File: src/rtl/neuron_lif_array_if.sv
// Event-in / byte-out handshake bundle for neuron_lif_array.
//   ev_*  : event offer from the decoder (valid/ready)
//   out_* : emitted byte stream towards the serial packer (valid/ready)
// master = event source + byte consumer, slave = the LIF core.

`ifndef NEURON_TYPE_SPIKE
`define NEURON_TYPE_SPIKE 3'd1
`endif
`ifndef NEURON_TYPE_ACT
`define NEURON_TYPE_ACT 3'd2
`endif

interface neuron_lif_array_if #(
   parameter int IDX_W   = 2,
   parameter int W_WIDTH = 2
);
   logic               ev_valid;
   logic               ev_ready;
   logic               ev_is_tick;
   logic [IDX_W-1:0]   ev_idx;
   logic [W_WIDTH-1:0] ev_w;
   logic               ev_stream_act;
   logic               out_valid;
   logic               out_ready;
   logic [7:0]         out_data;

   modport master (
      output ev_valid, ev_is_tick, ev_idx, ev_w, ev_stream_act, out_ready,
      input  ev_ready, out_valid, out_data
   );

   modport slave (
      input  ev_valid, ev_is_tick, ev_idx, ev_w, ev_stream_act, out_ready,
      output ev_ready, out_valid, out_data
   );
endinterface

File: src/rtl/neuron_lif_array.sv
// Multi-channel leaky integrate-and-fire core.
// Holds N_NEURONS membrane potentials with per-neuron refractory counters.
// Spike events integrate into one neuron per cycle; a tick runs a leak sweep
// over all neurons, one per cycle. Emitted bytes queue in an OUT_DEPTH FIFO;
// a full FIFO stalls the block, nothing is dropped.
//
// Ports:
//   clk, rst_n            clock, async active-low reset
//   bus (slave)           ev_* event handshake, out_* byte handshake
//   cfg_thr               fire threshold
//   cfg_leak_shift        leak = V >> shift (0 clears V on a tick)
//   cfg_refrac            refractory ticks loaded on fire
//   learn_en              gates learn_start_pulse
//   post_spike_pulse      one-cycle fire strobe, post_idx valid with it
//   learn_start_pulse     post_spike_pulse && learn_en
//   busy                  leak sweep in progress
//   dbg_idx / dbg_v       combinational membrane read-back
//
// state | meaning
// IDLE  | accepting events while the FIFO has room
// SWEEP | leaking neuron sweep_p, one per cycle; stalls on full FIFO when streaming

`ifndef NEURON_TYPE_SPIKE
`define NEURON_TYPE_SPIKE 3'd1
`endif
`ifndef NEURON_TYPE_ACT
`define NEURON_TYPE_ACT 3'd2
`endif

module neuron_lif_array #(
   parameter int  N_NEURONS = 4,
   parameter int  V_WIDTH   = 8,
   parameter int  W_WIDTH   = 2,
   parameter int  REFRAC_W  = 3,
   parameter int  OUT_DEPTH = 2,
   localparam int IDX_W     = (N_NEURONS > 1) ? $clog2(N_NEURONS) : 1
) (
   input  logic                 clk,
   input  logic                 rst_n,
   neuron_lif_array_if.slave    bus,
   input  logic [V_WIDTH-1:0]   cfg_thr,
   input  logic [2:0]           cfg_leak_shift,
   input  logic [REFRAC_W-1:0]  cfg_refrac,
   input  logic                 learn_en,
   output logic                 post_spike_pulse,
   output logic                 learn_start_pulse,
   output logic [IDX_W-1:0]     post_idx,
   output logic                 busy,
   input  logic [IDX_W-1:0]     dbg_idx,
   output logic [V_WIDTH-1:0]   dbg_v
);

   localparam int PTR_W = (OUT_DEPTH > 1) ? $clog2(OUT_DEPTH) : 1;
   localparam int CNT_W = $clog2(OUT_DEPTH + 1);
   localparam logic [CNT_W-1:0] DEPTH_C  = CNT_W'(OUT_DEPTH);
   localparam logic [PTR_W-1:0] PTR_LAST = PTR_W'(OUT_DEPTH - 1);
   localparam logic [IDX_W-1:0] LAST_IDX = IDX_W'(N_NEURONS - 1);
   localparam logic [IDX_W:0]   N_C      = (IDX_W + 1)'(N_NEURONS);

   typedef enum logic {IDLE, SWEEP} state_t;

   state_t               state;
   logic [V_WIDTH-1:0]   v      [N_NEURONS];
   logic [REFRAC_W-1:0]  refrac [N_NEURONS];
   logic [7:0]           fifo_mem [OUT_DEPTH];
   logic [PTR_W-1:0]     rd_ptr;
   logic [PTR_W-1:0]     wr_ptr;
   logic [CNT_W-1:0]     fifo_count;
   logic [IDX_W-1:0]     sweep_p;
   logic                 stream_act;

   logic                 fifo_full;
   logic                 ev_accept;
   logic                 pop;
   logic                 push;
   logic [7:0]           push_data;
   logic                 ev_in_range;
   logic [IDX_W-1:0]     ev_sel;
   logic [V_WIDTH-1:0]   ev_v;
   logic [REFRAC_W-1:0]  ev_refrac;
   logic [V_WIDTH:0]     sum_wide;
   logic [V_WIDTH-1:0]   sum_sat;
   logic                 spike_ev;
   logic                 fire;
   logic [3:0]           ev_idx4;
   logic [V_WIDTH-1:0]   sweep_v;
   logic [V_WIDTH-1:0]   leak_v;
   logic                 sweep_stall;
   logic                 sweep_step;
   logic                 dbg_in_range;
   logic [IDX_W-1:0]     dbg_sel;

   function automatic logic [PTR_W-1:0] ptr_inc(input logic [PTR_W-1:0] p);
      return (p == PTR_LAST) ? '0 : p + PTR_W'(1);
   endfunction

   // Handshake terms use registered state only, so a same-cycle pop never
   // opens the event port.
   assign fifo_full     = (fifo_count == DEPTH_C);
   assign bus.ev_ready  = (state == IDLE) && !fifo_full;
   assign bus.out_valid = (fifo_count != '0);
   assign bus.out_data  = fifo_mem[rd_ptr];
   assign ev_accept     = bus.ev_valid && bus.ev_ready;
   assign pop           = bus.out_valid && bus.out_ready;
   assign busy          = (state == SWEEP);
   assign learn_start_pulse = post_spike_pulse && learn_en;

   // Out-of-range targets are folded onto neuron 0 for the read path only;
   // spike_ev masks them so no state is touched.
   assign ev_in_range = ({1'b0, bus.ev_idx} < N_C);
   assign ev_sel      = ev_in_range ? bus.ev_idx : '0;
   assign ev_v        = v[ev_sel];
   assign ev_refrac   = refrac[ev_sel];
   assign sum_wide    = {1'b0, ev_v} + (V_WIDTH + 1)'(bus.ev_w);
   assign sum_sat     = sum_wide[V_WIDTH] ? '1 : sum_wide[V_WIDTH-1:0];
   assign spike_ev    = ev_accept && !bus.ev_is_tick && ev_in_range && (ev_refrac == '0);
   assign fire        = spike_ev && (sum_sat >= cfg_thr);

   always_comb begin
      ev_idx4 = '0;
      for (int b = 0; b < 4 && b < IDX_W; b++) begin
         ev_idx4[b] = bus.ev_idx[b];
      end
   end

   assign sweep_v     = v[sweep_p];
   assign leak_v      = sweep_v - (sweep_v >> cfg_leak_shift);
   assign sweep_stall = stream_act && fifo_full;
   assign sweep_step  = (state == SWEEP) && !sweep_stall;

   // Fire and sweep pushes are mutually exclusive: fire needs IDLE.
   assign push      = fire || (sweep_step && stream_act);
   assign push_data = fire ? {1'b1, `NEURON_TYPE_SPIKE, ev_idx4}
                           : {1'b1, `NEURON_TYPE_ACT, sweep_v[3:0]};

   assign dbg_in_range = ({1'b0, dbg_idx} < N_C);
   assign dbg_sel      = dbg_in_range ? dbg_idx : '0;
   assign dbg_v        = dbg_in_range ? v[dbg_sel] : '0;

   always_ff @(posedge clk or negedge rst_n) begin
      if (!rst_n) begin
         state            <= IDLE;
         sweep_p          <= '0;
         stream_act       <= 1'b0;
         rd_ptr           <= '0;
         wr_ptr           <= '0;
         fifo_count       <= '0;
         post_spike_pulse <= 1'b0;
         post_idx         <= '0;
         for (int i = 0; i < N_NEURONS; i++) begin
            v[i]      <= '0;
            refrac[i] <= '0;
         end
         for (int j = 0; j < OUT_DEPTH; j++) begin
            fifo_mem[j] <= '0;
         end
      end else begin
         if (push) begin
            fifo_mem[wr_ptr] <= push_data;
            wr_ptr           <= ptr_inc(wr_ptr);
         end
         if (pop) begin
            rd_ptr <= ptr_inc(rd_ptr);
         end
         if (push && !pop) begin
            fifo_count <= fifo_count + CNT_W'(1);
         end else if (!push && pop) begin
            fifo_count <= fifo_count - CNT_W'(1);
         end

         post_spike_pulse <= fire;
         if (fire) begin
            post_idx <= bus.ev_idx;
         end

         case (state)
            IDLE: begin
               if (ev_accept && bus.ev_is_tick) begin
                  state      <= SWEEP;
                  stream_act <= bus.ev_stream_act;
                  sweep_p    <= '0;
               end else if (spike_ev) begin
                  if (fire) begin
                     v[ev_sel]      <= '0;
                     refrac[ev_sel] <= cfg_refrac;
                  end else begin
                     v[ev_sel] <= sum_sat;
                  end
               end
            end
            SWEEP: begin
               if (sweep_step) begin
                  v[sweep_p] <= leak_v;
                  if (refrac[sweep_p] != '0) begin
                     refrac[sweep_p] <= refrac[sweep_p] - REFRAC_W'(1);
                  end
                  if (sweep_p == LAST_IDX) begin
                     state <= IDLE;
                  end else begin
                     sweep_p <= sweep_p + IDX_W'(1);
                  end
               end
            end
            default: state <= IDLE;
         endcase
      end
   end

endmodule
File: src/flat_wrapper.sv
// flat-port wrapper written by rule: the top's interface ports become plain ports
module neuron_lif_array_flat 
#(
   parameter int  N_NEURONS = 4,
   parameter int  V_WIDTH   = 8,
   parameter int  W_WIDTH   = 2,
   parameter int  REFRAC_W  = 3,
   parameter int  OUT_DEPTH = 2,
   localparam int IDX_W     = (N_NEURONS > 1) ? $clog2(N_NEURONS) : 1
)
  (clk, rst_n, cfg_thr, cfg_leak_shift, cfg_refrac, learn_en, post_spike_pulse, learn_start_pulse, post_idx, busy, dbg_idx, dbg_v, bus_ev_valid, bus_ev_is_tick, bus_ev_idx, bus_ev_w, bus_ev_stream_act, bus_out_ready, bus_ev_ready, bus_out_valid, bus_out_data);
  neuron_lif_array_if #(.W_WIDTH(W_WIDTH)) bus_i ();
  input  logic clk;
  input  logic rst_n;
  input  logic [V_WIDTH-1:0] cfg_thr;
  input  logic [2:0] cfg_leak_shift;
  input  logic [REFRAC_W-1:0] cfg_refrac;
  input  logic learn_en;
  output logic post_spike_pulse;
  output logic learn_start_pulse;
  output logic [IDX_W-1:0] post_idx;
  output logic busy;
  input  logic [IDX_W-1:0] dbg_idx;
  output logic [V_WIDTH-1:0] dbg_v;
  input wire logic [$bits(bus_i.ev_valid)-1:0] bus_ev_valid;
  input wire logic [$bits(bus_i.ev_is_tick)-1:0] bus_ev_is_tick;
  input wire logic [$bits(bus_i.ev_idx)-1:0] bus_ev_idx;
  input wire logic [$bits(bus_i.ev_w)-1:0] bus_ev_w;
  input wire logic [$bits(bus_i.ev_stream_act)-1:0] bus_ev_stream_act;
  input wire logic [$bits(bus_i.out_ready)-1:0] bus_out_ready;
  output wire logic [$bits(bus_i.ev_ready)-1:0] bus_ev_ready;
  output wire logic [$bits(bus_i.out_valid)-1:0] bus_out_valid;
  output wire logic [$bits(bus_i.out_data)-1:0] bus_out_data;
  assign bus_i.ev_valid = bus_ev_valid;
  assign bus_i.ev_is_tick = bus_ev_is_tick;
  assign bus_i.ev_idx = bus_ev_idx;
  assign bus_i.ev_w = bus_ev_w;
  assign bus_i.ev_stream_act = bus_ev_stream_act;
  assign bus_i.out_ready = bus_out_ready;
  assign bus_ev_ready = bus_i.ev_ready;
  assign bus_out_valid = bus_i.out_valid;
  assign bus_out_data = bus_i.out_data;
  neuron_lif_array #(.N_NEURONS(N_NEURONS), .V_WIDTH(V_WIDTH), .W_WIDTH(W_WIDTH), .REFRAC_W(REFRAC_W), .OUT_DEPTH(OUT_DEPTH)) u_core (.clk(clk), .rst_n(rst_n), .bus(bus_i), .cfg_thr(cfg_thr), .cfg_leak_shift(cfg_leak_shift), .cfg_refrac(cfg_refrac), .learn_en(learn_en), .post_spike_pulse(post_spike_pulse), .learn_start_pulse(learn_start_pulse), .post_idx(post_idx), .busy(busy), .dbg_idx(dbg_idx), .dbg_v(dbg_v));
endmodule
File: config.mk
export PLATFORM = sky130hd
export DESIGN_NAME = neuron_lif_array_flat
export DESIGN_NICKNAME = d
export VERILOG_FILES = /design/src/rtl/neuron_lif_array_if.sv /design/src/rtl/neuron_lif_array.sv /design/src/flat_wrapper.sv
export SDC_FILE = /design/constraint.sdc
export NUM_CORES = 1
export LEC_CHECK = 0
export BUFFER_PORTS_ARGS = -buffer_cell sky130_fd_sc_hd__buf_2
export CORE_ASPECT_RATIO = 0.9
export CORE_MARGIN = 2
export CORE_UTILIZATION = 57
export CTS_BUF_LIST = sky130_fd_sc_hd__clkbuf_8
export DETAILED_ROUTE_END_ITERATION = 12
export PLACE_DENSITY = 0.73
export SLEW_MARGIN = 20
export SYNTH_ARGS = -nofsm -noshare
export SYNTH_HDL_FRONTEND = slang
export SYNTH_SLANG_ARGS = --single-unit
File: constraint.sdc
create_clock -name clk -period 11.3 [get_ports clk]
set_input_delay 1.13 -clock clk [delete_from_list [all_inputs] [get_ports clk]]
set_output_delay 1.13 -clock clk [all_outputs]
set_load 0.01 [all_outputs]
Yosys cells after proc, flatten, opt, wreduce, memory -nomap -nowiden
Cells that the tools add are included.
Operators by class
  eq/ne operators: 9
  bitwise gates (word level): 8
  shift operators: 1
  add/sub/neg operators: 8
  reductions and logical operators: 30
  magnitude comparators: 9
  multiplexer cells: 58
Operators with widths (number)
  32-bit 2-to-1 mux: 4
  8-bit 2-to-1 mux: 13
  32-bit bitwise mux: 2
  32-bit one-hot mux with 2 select lines: 1
  12-bit 2-to-1 mux: 5
  8-bit binary-select mux with 2-bit select: 3
  32-bit AND: 1
  8-bit demux with 2-bit select: 2
  32-bit inverter: 1
  12-bit bitwise mux: 2
  12-bit one-hot mux with 2 select lines: 1
  3-bit 2-to-1 mux: 6
  16-bit bitwise mux: 1
  1-bit logical AND: 16
  3-bit binary-select mux with 2-bit select: 2
  3-bit demux with 2-bit select: 2
  2-bit 2-to-1 mux: 5
  2-bit inequality test, second input constant: 5
  8-bit by 2-bit adder with 9-bit output: 1
  3-bit >= comparator, second input constant: 3
  2-bit inverter with 3-bit output: 3
  8-bit demux with 1-bit select: 1
  8-bit >= comparator: 1
  8-bit by 3-bit >> shifter with 8-bit output: 1
  other kinds (24): 41
Storage, ports and cells
  logic and storage cells: 141
  input port bits: 27
  flip-flop bits (word level): 71

Longest topological paths before layout
Gate-level depths: netlist of the first run.
  word-level depth: 13
  depth in mapped cells: 21
  gate-level depth less buffers: 18

Least setup slack after synthesis of the first run
OpenSTA, ideal clock, no wires.
  path type: input to register
  from: input port bus_ev_idx[0]
  to: register u_core.fifo_count[1]
  arrival time: 5053 ps
  path slack: 6167 ps
  cell stages on the path: 20
  path through: buf_4 > buf_4 > mux4_2 > ha_1 > inv_1 > fa_1 > inv_1 > a31o_2 > o21ai_0 > inv_1 > ha_1 > or4_1 > a21oi_1 > o31ai_1 > clkbuf_1 > a21oi_1 > inv_1 > ha_1 > nor2_1 > xor2_1
Between the ends
  cells in the longest elaborated chain, start to end: 12
  elaborated cells on any way between the ends: 19
  those cells by class: 1 x add/sub; 1 x order compare; 8 x mux; 1 x bitwise; 8 x reduce/logical
Ends and longest elaborated chain
  start: declaration: line flat_wrapper.sv:27  | input wire logic [$bits(bus_i.ev_idx)-1:0] bus_ev_idx;
  2-bit inverter with 3-bit output (not written as such) *: line neuron_lif_array.sv:112, neuron_lif_array.sv:113
  8-bit binary-select mux with 2-bit select: line neuron_lif_array.sv:112  | assign ev_v = v[ev_sel];
  8-bit 2-to-1 mux (not written as such) (2 in a row): line neuron_lif_array.sv:112
  8-bit by 2-bit adder with 9-bit output: line neuron_lif_array.sv:114  | assign sum_wide = {1'b0, ev_v} + (V_WIDTH + 1)'(bus.ev_w);
  8-bit 2-to-1 mux: line neuron_lif_array.sv:115  | assign sum_sat = sum_wide[V_WIDTH] ? '1 : sum_wide[V_WIDTH-1:0];
  8-bit >= comparator: line neuron_lif_array.sv:117  | assign fire = spike_ev && (sum_sat >= cfg_thr);
  1-bit logical AND *: line neuron_lif_array.sv:117
  1-bit logical OR *: line neuron_lif_array.sv:132  | assign push = fire || (sweep_step && stream_act);
  named net u_core.push: line neuron_lif_array.sv:75  | logic push;
  1-bit logical NOT: line neuron_lif_array.sv:167  | end else if (!push && pop) begin
  1-bit logical AND: line neuron_lif_array.sv:167
  2-bit nonzero test (no source line)
  end signal: assignment: line neuron_lif_array.sv:166  | fifo_count <= fifo_count + CNT_W'(1);
  end signal: assignment: line neuron_lif_array.sv:168  | fifo_count <= fifo_count - CNT_W'(1);
  end: declaration: line neuron_lif_array.sv:68  | logic [CNT_W-1:0] fifo_count;
The timed path passes the listed nets; every way through them passes the cells marked *. The select of a mux whose other input is x is not followed.
A chain may end at the register's enable or synchronous reset.

Worst setup path after layout of the first run
  from: input port bus_ev_idx[0]
  to: register u_core.fifo_mem[1] in the netlist's numbering
Between the ends
  cells in the longest elaborated chain, start to end: 10
  elaborated cells on any way between the ends: 16
  those cells by class: 1 x add/sub; 1 x order compare; 9 x mux; 1 x bitwise; 4 x reduce/logical
Ends and longest elaborated chain
  2-bit inverter with 3-bit output (not written as such) *: line neuron_lif_array.sv:112, neuron_lif_array.sv:113
  8-bit binary-select mux with 2-bit select: line neuron_lif_array.sv:112
  8-bit 2-to-1 mux (not written as such) (2 in a row): line neuron_lif_array.sv:112
  8-bit by 2-bit adder with 9-bit output: line neuron_lif_array.sv:114
  8-bit 2-to-1 mux: line neuron_lif_array.sv:115
  8-bit >= comparator: line neuron_lif_array.sv:117
  1-bit logical AND *: line neuron_lif_array.sv:117
  named net u_core.fire: line neuron_lif_array.sv:84  | logic fire;
  6-bit 2-to-1 mux: line neuron_lif_array.sv:133  | assign push_data = fire ? {1'b1, `NEURON_TYPE_SPIKE, ev_idx4}
  16-bit bitwise mux: line neuron_lif_array.sv:159  | fifo_mem[wr_ptr] <= push_data;
  end signal: indexed assignment: line neuron_lif_array.sv:159
  end: declaration: line neuron_lif_array.sv:65  | logic [7:0] fifo_mem [OUT_DEPTH];
Marked as above.

==> metrics, run 1 <==
Post-synth EDFFs=0; dpl hpwl=10200 um; # setup viols final=0; area delta synth->final=9.98%; cell with the most instances after synthesis=dfrtp_1; Max Clock Freq=190 MHz; final hold slack=0.473 ns; Port Buffers=48; Post-Route WL=14000 um; WP data required=11.54 ns; Worst Hold Class=reg -> reg; register area share after synthesis=0.347; chip width=102 um; hold path cells=1; Post-Place Cells=649; fin cells=665; Synth top area share=0.347; root buf cell=clkbuf_8; fillers=694; fin crit share=0.465; core area=0.00853 mm^2; Startpoint Class=primary input; Final Cell Area=0.00547 mm^2; gr usage total=0.312; number of buffers created by CTS=9; Worst-path clk slew=0.09 ns; initial DRC count=455; Post-CTS Resized=0; status=complete, no violations; share of layout cells above drive strength 1=0.222; num rows=32; final hold violation count=0; antenna viol nets, final=0; die area=0.00949 mm^2; dominant cell type by area after synthesis=dfrtp_1; global-route wire length before repair=22200 um; number of antenna violations at the first check in global routing=0; Hold Path Origin=u_core.fifo_mem[7]$_DFFE_PN0P_; fin crit period=5.25 ns; Avg Vias per Cell=6.51; Syn Std Cell Area=0.00497 mm^2; measured slew at the worst slew-check pin=0.982 ns; leakage=2.42 nW; Setup TNS=0 ns; Detailed Routing Iterations Pass 1=5; Ys Warns=0; Clock Skew=0.0125 ns; CP Class=in -> reg; clock sinks=69; sequential power share=0.271; worst-path maximum fanout=16; post-CTS setup buffers=0; CTS Hold Bufs=0; Synth Net Count=557; Clock Power Share=0.118; # H-tree levels=3; synthesized flop and latch total=69; synthesized instance count=504; Post-synth top cells=dfrtp_1 (69), nand2_1 (53), o21ai_0 (40), inv_1 (32), nor2_1 (29); Data arrival, critical path=5.49 ns; Final Slew Violations=0; worst reg2reg setup slack=6.90 ns; Power Density=333 mW/mm^2; Reg2Reg Launch Point=u_core.v[0]$_DFFE_PN0P_; worst reg2reg path depth=17; Critical R2R Capture=u_core.fifo_mem[1]$_DFFE_PN0P_; maxcap violations=0; CP endpoint kind=register; post-DR wirelength/cell=21.0 um; Pint=0.938 mW; Slew HR=0.345; Nets=594; Avg Cell Area, Syn=9.87 um^2; Netlist cell types=62; sw power=0.886 mW; Comb power frac=0.611; Post-synth top flop=dfrtp_1; vias in the first global route=4221; worst-skew pair later-pin latency=0.36 ns; RD Place Congestion=1.04; Final Core Density=0.642; I/O pin cnt=50; Vias=4329; Antenna Cells=0; RSZ-0062 raised after global routing=false; largest net degree at the start of global routing=70; DRC violation count after routing=0; clock buffer depth=2; chip height=92.6 um; post-synthesis async set-or-reset flop share=1.00; worst vdd ir=0.186 mV; CTS tree=built; WHS Endpoint=u_core.fifo_mem[7]$_DFFE_PN0P_; Starting Density=0.583; Synth area leaders=dfrtp_1 (35%), mux4_2 (12%), ha_1 (6.0%); sw frac=0.486; Placement Cell Area=0.00526 mm^2; gr ovfl total=0
[sequential cells by signal, summed over array words and instances (netlist names), 2 cells and up]
name               flops
u_core.v              32
u_core.fifo_mem       14
u_core.refrac         12
u_core.fifo_count      2
u_core.post_idx        2
u_core.sweep_p         2
[per-layer routing]
metal,GRT usage,part of all wire,wire length (um)
met1,0.435,0.41,5760
met2,0.483,0.46,6480
met3,0.0634,0.096,1340
met4,0.116,0.029,400
met5,0,0,0
[per-stage QoR]
stage / total power [mW] / setup WS (ns)
floorplan: 1.26 / 6.17
global placement: 1.56 / 5.87
detailed placement: 1.58 / 5.79
CTS: 1.80 / 6.13
global route: 1.96 / 5.79
finish: 1.82 / 6.05
[power by group through the flow]
stage | registers (mW) | logic (mW) | clock network (mW)
floorplan | 0.427 | 0.835 | 0
global placement | 0.487 | 1.07 | 0
detailed placement | 0.495 | 1.09 | 0
CTS | 0.489 | 1.10 | 0.218
global route | 0.509 | 1.22 | 0.226
finish | 0.494 | 1.11 | 0.215
[cell usage in the layout, fill, tap and decap left out, types with 5 or more instances in the layout]
| cell type | instances |
|---|---|
| mux2_2 | 18 |
| nor2b_1 | 9 |
| and2_1 | 9 |
| a21oi_1 | 18 |
| xnor2_1 | 7 |
| buf_2 | 48 |
| a2bb2oi_1 | 7 |
| dfrtp_1 | 69 |
| or3_1 | 8 |
| clkbuf_8 | 9 |
| o21ai_0 | 40 |
| o221ai_1 | 10 |
| a32oi_1 | 5 |
| mux4_2 | 27 |
| nand2b_1 | 8 |
| nor2_1 | 29 |
| mux2i_1 | 9 |
| nand3_1 | 12 |
| nand2_1 | 53 |
| a22oi_1 | 10 |
| inv_1 | 32 |
| a211oi_1 | 8 |
| ha_1 | 24 |
[logic make-up (layout without fill, tap and decap cells)]
logic type	count (synthesis)	after routing	share of synthesized area
compound gates	137	137	0.189
xor+xnor	11	11	0.0194
fa+ha+maj	26	26	0.0684
buf+inv	57	99	0.0480
flops	69	69	0.347
mux	55	55	0.184
other cells	1	1	0.000754
simple gates	148	148	0.143
[how the worst max path moves through the flow]
stage                             start                                to  slack [ns]  cells past startpoint
after CTS                 bus_ev_idx[0]  u_core.fifo_count[1]$_DFFE_PN0P_        6.13                     19
after detailed placement  bus_ev_idx[0]  u_core.fifo_count[1]$_DFFE_PN0P_        5.79                     19
after floorplan           bus_ev_idx[0]  u_core.fifo_count[1]$_DFFE_PN0P_        6.17                     20
after global placement    bus_ev_idx[0]  u_core.fifo_count[1]$_DFFE_PN0P_        5.87                     20
final                     bus_ev_idx[0]    u_core.fifo_mem[1]$_DFFE_PN0P_        6.05                     18
after global routing      bus_ev_idx[0]  u_core.fifo_count[1]$_DFFE_PN0P_        5.79                     18
[worst max-delay path, stage by stage]
cell and delay, ns:
buf_2 0.39, mux4_2 0.56, ha_1 0.23, inv_1 0.09, fa_1 0.29, inv_1 0.11, a31o_2 0.20, o21ai_0 0.15
inv_1 0.14, ha_1 0.21, or4_1 0.52, a21oi_1 0.17, o31ai_1 0.10, buf_4 0.20, nand2_2 0.22, inv_2 0.12
o21ai_4 0.26, mux2_2 0.37
[final cells by class]
| cell class | instances | area [um^2] | share of cell area |
|---|---|---|---|
| Multi-Input combinational cell | 378 | 3010 | 0.550 |
| Sequential cell | 69 | 1730 | 0.316 |
| Timing Repair Buffer | 50 | 255 | 0.0466 |
| Tap cell | 119 | 149 | 0.0272 |
| Clock buffer | 9 | 124 | 0.0226 |
| Inverter | 33 | 124 | 0.0226 |
| Clock inverter | 7 | 83.8 | 0.0153 |
Note: power is estimated with default switching activity, not from simulation.
==> run 2: changes to the inputs <==
ABC_AREA = 1   (was unset)
clock period = 5.4 ns   (was 11.3 ns; I/O delays follow)
==> run 2 against run 1 <==
  * Synthesized cell count up 74%
  * Register-to-register slack worse by 5.6 ns
  * First-iteration DRC count up 40%
  * Flip-flop and latch count unchanged
  * Setup slack worse by 5.2 ns
  * Non-clock buffer count up 4
  * Sequential share of layout area down 3.4 points
==> metrics, run 2 <==
fin crit period=4.59 ns; Final Cell Area=0.00614 mm^2 (+12%); synthesized flop and latch total=69 (unchanged); Ys Warns=0 (unchanged); Critical R2R Capture=u_core.v[14]$_DFFE_PN0P_; post-CTS setup buffers=0 (unchanged); Clock Power Share=0.104 (-0.014); register area share after synthesis=0.304 (-0.0433); CTS tree=built; sw power=2.40 mW (+170%); Pint=1.87 mW (+99%); max reg flops=32 (unchanged); Post-synth top flop=dfrtp_1; worst-skew pair later-pin latency=0.36 ns (about the same); number of buffers created by CTS=9 (unchanged); largest net degree at the start of global routing=70 (unchanged); dominant cell type by area after synthesis=dfrtp_1; sw frac=0.562 (+0.0768); maxcap violations=0 (unchanged); measured slew at the worst slew-check pin=0.934 ns (-0.0479 ns); number of antenna violations at the first check in global routing=0 (unchanged); vias in the first global route=5777 (+37%); leakage=3.28 nW (+35%); area taken by multi-input logic gates=0.00341 mm^2 (+13%); synthesized instance count=877 (+74%); fillers=935 (+35%); # setup viols final=0 (unchanged); fin crit share=0.850; sequential cell area=0.00173 mm^2 (unchanged); status=complete, no violations; root buf cell=clkbuf_8; cell with the most instances after synthesis=nand2_1; Worst Hold Class=in -> async; Worst-path clk slew=0.08 ns (about the same); Data arrival, critical path=4.84 ns (-0.65 ns); Netlist cell types=44 (-29%); Reg with most FFs=u_core.v; fin cells=1044 (+57%); num rows=34 (+6.3%); Post-synth top cells=nand2_1 (274), nor2_1 (105), o21ai_0 (89), inv_1 (84), a21oi_1 (71); dpl hpwl=13900 um (+36%); global-route wire length before repair=29400 um (+32%); Detailed Routing Iterations Pass 1=5 (unchanged); chip width=109 um (+6.6%); CP endpoint kind=register; Overall Power=4.27 mW (+130%); clock sinks=69 (unchanged); Final Slew Violations=0 (unchanged); sequential power share=0.243 (-0.028); share of layout cells above drive strength 1=0.132 (-0.0898); Clock Skew=0.00874 ns (-0.00376 ns); gr usage total=0.358 (+0.0461); Synth Net Count=930 (+67%); Slew HR=0.377 (+0.0319); I/O pin cnt=50 (unchanged); DRC violation count after routing=0 (unchanged); initial DRC count=638 (+40%); RSZ-0062 raised after global routing=false; gr ovfl total=0 (unchanged); worst vdd ir=0.361 mV (+94%); # H-tree levels=3 (unchanged); Post-Place Cells=1029 (+59%); area delta synth->final=7.97%; Power Density=697 mW/mm^2 (+110%); CP Class=in -> reg; clock buffer depth=2 (unchanged); Startpoint Class=primary input; die area=0.0108 mm^2 (+14%); most frequent cells in the layout=nand2_1 (274), nor2_1 (105), o21ai_0 (89); largest registers=u_core.v (32), u_core.fifo_mem (14), u_core.refrac (12); Synth top area share=0.304 (-0.0433); post-synthesis async set-or-reset flop share=1.00 (unchanged); chip height=98.7 um (+6.6%); worst reg2reg path depth=23 (+6); Post-synth EDFFs=0 (unchanged); RD Place Congestion=0.994 (-4.2%); most common cell after layout, fill and taps aside=nand2_1; antenna viol nets, final=0 (unchanged); Starting Density=0.586 (+0.00258); Placement Cell Area=0.00594 mm^2 (+13%); Syn Std Cell Area=0.00568 mm^2 (+14%); Antenna Cells=0 (unchanged); Avg Vias per Cell=5.83 (-10%); Max Clock Freq=218 MHz; Comb power frac=0.654 (+0.043); Port Buffers=48 (unchanged); final hold violation count=0 (unchanged); post-DR wirelength/cell=17.4 um (-17%); CTS Hold Bufs=0 (unchanged); Vias=6086 (+41%); Nets=967 (+63%); worst-path maximum fanout=25 (+9); Reg2Reg Launch Point=u_core.sweep_p[1]$_DFFE_PN0P_; WP data required=5.65 ns (-5.89 ns); Avg Cell Area, Syn=6.48 um^2 (-34%); worst reg2reg setup slack=1.32 ns (-5.58 ns); Post-Route WL=18200 um (+30%); Synth area leaders=dfrtp_1 (30%), nand2_1 (18%), o21ai_0 (7.8%); Post-CTS Resized=0 (unchanged); core area=0.00970 mm^2 (+14%); Setup TNS=0 ns (unchanged)
==> run 2: worst max path at each step <==
stage / start / endpoint / slack (ns) / cells after the start
floorplan: bus_ev_idx[0] / u_core.fifo_count[1]$_DFFE_PN0P_ / 1.32 / 23
global placement: bus_ev_idx[1] / u_core.fifo_count[1]$_DFFE_PN0P_ / 0.56 / 24
detailed placement: bus_ev_idx[1] / u_core.fifo_count[1]$_DFFE_PN0P_ / 0.48 / 24
CTS: bus_ev_idx[1] / u_core.fifo_count[1]$_DFFE_PN0P_ / 0.84 / 24
global route: bus_ev_idx[1] / u_core.fifo_count[1]$_DFFE_PN0P_ / 0.41 / 24
finish: bus_ev_idx[1] / u_core.fifo_count[1]$_DFFE_PN0P_ / 0.81 / 24
==> run 2: layout make-up <==
| type | instances | share of cell area |
|---|---|---|
| multi-input cells | 686 | 0.556 |
| clock buffers | 11 | 0.0247 |
| well taps | 126 | 0.0257 |
| flip-flops and latches | 69 | 0.281 |
| repair buffers | 54 | 0.0465 |
| inverters | 94 | 0.0579 |
| clock inverters | 4 | 0.00795 |
==> run 2: layer usage <==
metal	part of all wire	routed length [um]	global-route usage	up-vias
met4	0.037	673	0.160	0
met1	0.43	7740	0.516	2747
met2	0.42	7560	0.509	389
met3	0.12	2210	0.0853	49
met5	0	0	0	-
li1	-	-	-	2901
==> run 2: power by group through the flow <==
stage | Combinational [mW] | Sequential (mW) | Clock, mW
final | 2.79 | 1.04 | 0.444
after CTS | 2.71 | 1.02 | 0.451
after global routing | 3.09 | 1.06 | 0.475
after detailed placement | 2.70 | 1.02 | 0
after floorplan | 1.94 | 0.911 | 0
after global placement | 2.64 | 1.02 | 0
==> run 2: cells by family after synthesis <==
family | share of synthesized area
adders and majority gates | 0.0599
muxes | 0.00198
xor gates and xnor gates | 0.0139
other | 0.000660
DFF | 0.304
and+or+nand+nor | 0.331
buffers and inverters | 0.0960
AOI/OAI and AO/OA | 0.193
==> run 2: stage by stage <==
step	setup WS, ns	hold slack, ns	utilization
2_1_floorplan	1.32	0.244	-
5_1_grt	0.407	0.401	0.633
3_5_place_dp	0.479	0.450	0.612
3_3_place_gp	0.558	0.437	0.612
4_1_cts	0.838	0.403	0.633
6_report	0.811	0.365	0.633
==> run 2: worst max-delay path, stage by stage <==
cell,delay [ns]
buf_2,0.27
inv_1,0.19
nor2_2,0.38
clkinv_1,0.17
o221ai_1,0.23
ha_1,0.21
inv_1,0.05
fa_1,0.38
inv_1,0.08
nand2_2,0.09
nor2_4,0.12
nand2_4,0.11
nand3_2,0.11
ha_1,0.24
a21oi_1,0.14
nor2_1,0.05
nor3_1,0.12
nand3_1,0.14
nand2_4,0.33
nand2_1,0.17
ha_1,0.35
a21oi_1,0.11
o21ai_0,0.10
xor2_1,0.15
